### src/rtl/kpg_pkg.sv
// kpg_pkg: KPG carry-code type, encodings and prefix/classify helpers shared by prefix adders.
package kpg_pkg;

    typedef logic [1:0] kpg_t;

    localparam kpg_t KPG_K = 2'b00;
    localparam kpg_t KPG_P = 2'b01;
    localparam kpg_t KPG_G = 2'b10;

    function automatic kpg_t kpg_combine(kpg_t hi, kpg_t lo);
        return (hi == KPG_P) ? lo : hi;
    endfunction

    function automatic kpg_t kpg_classify(logic a_bit, logic b_bit);
        return (a_bit & b_bit) ? KPG_G : (a_bit | b_bit) ? KPG_P : KPG_K;
    endfunction

endpackage

### src/rtl/kpg_prefix32.sv
// kpg_prefix32: combinational Kogge-Stone KPG prefix, x[32:0] -> carry codes y[31:0] plus full-span code c.
module kpg_prefix32
    import kpg_pkg::*;
(
    input  kpg_t [32:0] x_i,
    output kpg_t [31:0] y_o,
    output kpg_t        c_o
);

    kpg_t [32:0] l [7];

    always_comb begin
        l[0] = x_i;
        for (int k = 0; k < 6; k++) begin
            l[k+1] = l[k];
            for (int i = (1 << k); i < 33; i++)
                l[k+1][i] = kpg_combine(l[k][i], l[k][i-(1<<k)]);
        end
    end

    // Span 33 reaches the top slot; the lower 32 slots are complete after five levels.
    assign y_o = l[6][31:0];
    assign c_o = l[6][32];

endmodule

### src/rtl/sub32_kpg_pipe.sv
// sub32_kpg_pipe: 3-stage KPG prefix subtractor/comparator (a - b) with valid/ready handshake.
module sub32_kpg_pipe
    import kpg_pkg::*;
#(
    parameter int WIDTH = 32
) (
    input  logic             clk,
    input  logic             rst_n,
    input  logic             flush,
    input  logic             in_valid,
    output logic             in_ready,
    input  logic [WIDTH-1:0] a,
    input  logic [WIDTH-1:0] b,
    output logic             out_valid,
    input  logic             out_ready,
    output logic [WIDTH-1:0] diff,
    output logic             borrow,
    output logic             ovf,
    output logic             zero,
    output logic             lt_s
);

    logic             adv;
    logic [1:0]       v_q;
    kpg_t [WIDTH:0]   x_d, x1_q;
    kpg_t [WIDTH-1:0] y, y2_q;
    kpg_t             c, t2_q;
    logic [WIDTH-1:0] p_d, p2_q, diff_d;
    logic             co_d, ovf_d;

    assign adv      = ~out_valid | out_ready;
    assign in_ready = adv & rst_n;

    kpg_prefix32 u_prefix (.x_i(x1_q), .y_o(y), .c_o(c));

    always_comb begin
        x_d[0] = KPG_G;
        for (int i = 0; i < WIDTH; i++) begin
            x_d[i+1]  = kpg_classify(a[i], ~b[i]);
            p_d[i]    = (x1_q[i+1] == KPG_P);
            diff_d[i] = p2_q[i] ^ (y2_q[i] == KPG_G);
        end
        co_d  = (t2_q == KPG_P) ? (y2_q[WIDTH-1] == KPG_G) : (t2_q == KPG_G);
        // Top code is G/K exactly when a and b differ in sign; G means a is negative.
        ovf_d = ((t2_q == KPG_G) & ~diff_d[WIDTH-1]) | ((t2_q == KPG_K) & diff_d[WIDTH-1]);
    end

    always_comb
        if (rst_n)
            assert (c != 2'b11 && y != '1 && c == ((x1_q[WIDTH] == KPG_P) ? y[WIDTH-1] : x1_q[WIDTH]));

    always_ff @(posedge clk) begin
        if (!rst_n) begin
            v_q       <= '0;
            out_valid <= 1'b0;
            x1_q      <= '0;
            y2_q      <= '0;
            p2_q      <= '0;
            t2_q      <= KPG_K;
            diff      <= '0;
            borrow    <= 1'b0;
            ovf       <= 1'b0;
            zero      <= 1'b0;
            lt_s      <= 1'b0;
        end else begin
            if (flush) begin
                v_q       <= '0;
                out_valid <= 1'b0;
            end else if (adv) begin
                v_q       <= {v_q[0], in_valid};
                out_valid <= v_q[1];
            end
            if (adv) begin
                x1_q   <= x_d;
                y2_q   <= y;
                p2_q   <= p_d;
                t2_q   <= x1_q[WIDTH];
                diff   <= diff_d;
                borrow <= ~co_d;
                ovf    <= ovf_d;
                zero   <= ~|diff_d;
                lt_s   <= diff_d[WIDTH-1] ^ ovf_d;
            end
        end
    end

endmodule
### config.mk
export PLATFORM = sky130hd
export DESIGN_NAME = sub32_kpg_pipe
export DESIGN_NICKNAME = d
export VERILOG_FILES = /design/src/rtl/kpg_pkg.sv /design/src/rtl/kpg_prefix32.sv /design/src/rtl/sub32_kpg_pipe.sv
export SDC_FILE = /design/constraint.sdc
export NUM_CORES = 1
export LEC_CHECK = 0
export ABC_AREA = 1
export BUFFER_PORTS_ARGS = -buffer_cell sky130_fd_sc_hd__buf_2
export CAP_MARGIN = 10
export CORE_MARGIN = 1
export CORE_UTILIZATION = 30
export CTS_BUF_LIST = sky130_fd_sc_hd__clkbuf_8
export DETAILED_ROUTE_END_ITERATION = 8
export GPL_ROUTABILITY_DRIVEN = 1
export GPL_TIMING_DRIVEN = 1
export HOLD_SLACK_MARGIN = 0.15
export PLACE_DENSITY = 0.48
export SYNTH_ARGS = -nofsm -noshare
export SYNTH_HDL_FRONTEND = slang
export SYNTH_SLANG_ARGS = --single-unit
### constraint.sdc
create_clock -name clk -period 2.84 [get_ports clk]
set_clock_uncertainty 0.1 [all_clocks]
set_input_delay 0.568 -clock clk [delete_from_list [all_inputs] [get_ports clk]]
set_output_delay 0.568 -clock clk [all_outputs]
set_load 0.005 [all_outputs]
==> flow_summary.yaml <==
outcome:
  outcome: "finished clean"
sta:
  rsz0062_at_grt: "false"
  worst_slew_pin_slew_ns: 0.744
  timing_hold_violations_final: 0
  fin_hold_ws_ns: 0.186
  setup_tns_ns: 0
  setup_violations: 0
  min_period_ns: 2.21
  clock.fmax_mhz: 452
  min_period_over_period_pct: 77.9
  maxSlewHeadroom_pct: 50.4
  drv_slew: 0
synthesis:
  yosys_warnings: 0
  synthDistinctLibCells: 33
  avgSynthCellArea_um2: 6.77
  synth.largest_area_cell: "dfxtp_1"
  yosys.area_share.simple_pct: 22.8
  synth_mux_area_share_pct: 0
  syn_area_um2: 10800
  synthAdderAreaFrac_pct: 3.71
  syn_inst: 1596
  synth_compound_area_share_pct: 22.2
  synth_top_area_share_pct: 37.2
  synth_xor_area_share_pct: 2.59
  syn-num-nets: 1697
  synth_top_family_by_area: "simple AND/OR/NAND/NOR gates"
  seq_area_frac_synth_pct: 37.2
  ys_ff_latch: 201
  yosys-top-cells-area: "dfxtp_1 37%, nand2_1 13%, inv_1 7.7%"
setup_path:
  arrival_ns: 1.54
  r2r_slack_ns: 0.82
  worstPathMaxFanout: 4
  cp-end-kind: "primary output"
  worstPathCellList: "inv_1 -> nor2_4 -> nor2_1 -> buf_4 -> buf_2"
  start_kind: "flip-flop"
  reg2reg_to: "y2_q[56]$_SDFFE_PN0N_"
  crit_family: "buffers and inverters"
  regToRegStartpoint: "x1_q[25]$_SDFFE_PN0N_"
  cp_slowest_cell: "dfxtp_1"
  path_buf_inv: 3
  worst-r2r-cell-count: 10
  max_stage_delay_ns: 0.32
  criticalPathCategory: "flip-flop to primary output"
  critPathRequiredTime_ns: 2.17
routing:
  wl_met1_um: 17000
  drt_iter0_markers: 505
  firstDrtPassIters: 4
  drc_errors: 0
  top_layer: "met4"
  wl_um: 33200
  met3WireLength_um: 1760
  vias: 10156
  dr_wl_met2_um: 13700
  avgViaCountPerCell: 4.67
  route.detailed.wl_per_inst_um: 15.3
  antenna_left: 0
floorplan:
  ioPinCount: 107
  dieHeight_um: 192
  fp.dieW_um: 192
  rows: 69
  fp.dieArea_um2: 36800
  coreArea_um2: 35500
  initial_core_util_pct: 30.4
clock_tree:
  cts_tree: "built"
  clock_latency_ns: 0.54
  cts.clk_slew.worst_paths_ns: 0.05
  cts-root-buf: "clkbuf_8"
  cts.path.max_buffers: 3
  cts_made_buffers: 39
  cts_resized: 0
  cts_sinks: 201
  holdBufCountCts: 0
  cts_setup_buffers: 0
  htree_levels: 2
hold_path:
  min_from: "in_valid"
  hold_depth: 3
  hp-class: "primary input to flip-flop"
  min_delay_worst_endpoint: "v_q[0]$_SDFFE_PP0N_"
grt:
  grt_max_degree: 148
  grt_remaining_overflow: 0
  grt_pass1_vias: 9467
  antenna_found_initial: 0
  grt_pass1_wl_um: 52000
  grt_usage_pct: 18.2
layout:
  area_growth_pct: 15.9
  n_antenna_cell: 0
  fin_nets: 1790
  drive_gt1_share_pct: 15.2
run:
  cap_violations: 0
place:
  hpwl_um: 24400
  port_buffers: 106
  gp_congestion: 0.843
power_and_ir_drop:
  power_density_nw_per_um2: 537
  p_leak_uw: 0.00621
  ir_drop_uv: 205
==> tightest hold or removal path: stages <==
cell	delay, ns
buf_2	0.10
nand2_1	0.06
a21oi_1	0.05
==> Yosys cell counts, drive strengths merged <==
| master | instances |
|---|---|
| o21a | 3 |
| buf | 25 |
| o21bai | 44 |
| a21boi | 1 |
| clkbuf | 38 |
| nand2 | 373 |
| o31ai | 31 |
| ha | 32 |
| o211ai | 2 |
| xor2 | 7 |
| or2 | 1 |
| nand3 | 91 |
| nand3b | 10 |
| o21ai | 181 |
| xnor2 | 25 |
| a21oi | 156 |
| dfxtp | 201 |
| nor3 | 2 |
| inv | 257 |
| nor2 | 116 |
==> kinds of logic after synthesis <==
group                      Yosys count
AOI/OAI and AO/OA                  418
adders and majority gates           32
DFF                                201
buffers and inverters              320
xor gates and xnor gates            32
and+or+nand+nor                    593
==> layout make-up <==
type	instances	area (um2)
repair buffers	115	651
multi-input cells	1075	5550
inverters	257	965
well taps	461	577
clock buffers	48	661
fillers	3873	23000
flip-flops and latches	201	4020
clock inverters	20	97.6
==> sequential cells by signal (all words and copies together) (netlist names) <==
register   flops
zero           1
p2_q          32
ovf            1
t2_q           2
y2_q          63
lt_s           1
borrow         1
v_q            2
x1_q          65
diff          32
out_valid      1
==> placed cells by master (no fill, tap or decap), drive strengths merged, types with 3 or more instances in the layout <==
cell,Yosys,layout
o21bai,44,44
o21a,3,3
nand2,373,373
nand3b,10,10
buf,25,115
xor2,7,7
clkinv,0,9
clkbuf,38,48
dfxtp,201,201
inv,257,265
xnor2,25,25
o21ai,181,181
nor2,116,116
clkinvlp,0,3
ha,32,32
o31ai,31,31
a21oi,156,156
nand3,91,91
==> per-stage QoR <==
step                total power, uW  worst slack [ns]  util [%]  instances  instance area [um2]
global placement               3970             0.708      33.2       2109                11800
CTS                            6830             0.599      35.3       2177                12500
floorplan                      3660              1.04         -       1596                10800
detailed placement             3980             0.665      33.2       2109                11800
global route                   7080             0.547      35.3       2177                12500
finish                         6720             0.627      35.3       2177                12500
==> per-layer routing <==
metal	GRT usage, %	vias up
li1	-	5309
met1	26.9	4561
met2	26.6	235
met3	2.69	51
met4	5.89	0
met5	0	-
==> report_power, final <==
group	internal (uW)	total, uW	switching [uW]
Clock	1530	2810	1280
Sequential	2960	3080	119
Combinational	298	832	534
==> worst max path at each step <==
stage                            from                    end  slack, ns  cells past startpoint
4_1_cts        out_valid$_SDFFE_PP0N_               in_ready       0.60                      5
6_report       out_valid$_SDFFE_PP0N_               in_ready       0.63                      5
3_3_place_gp                out_ready  diff[25]$_SDFFE_PN0N_       0.71                      7
2_1_floorplan                   rst_n               in_ready       1.04                      3
3_5_place_dp                out_ready  diff[19]$_SDFFE_PN0N_       0.67                      7
5_1_grt        out_valid$_SDFFE_PP0N_               in_ready       0.55                      5
No activity file was read; power rests on OpenSTA's default activity.
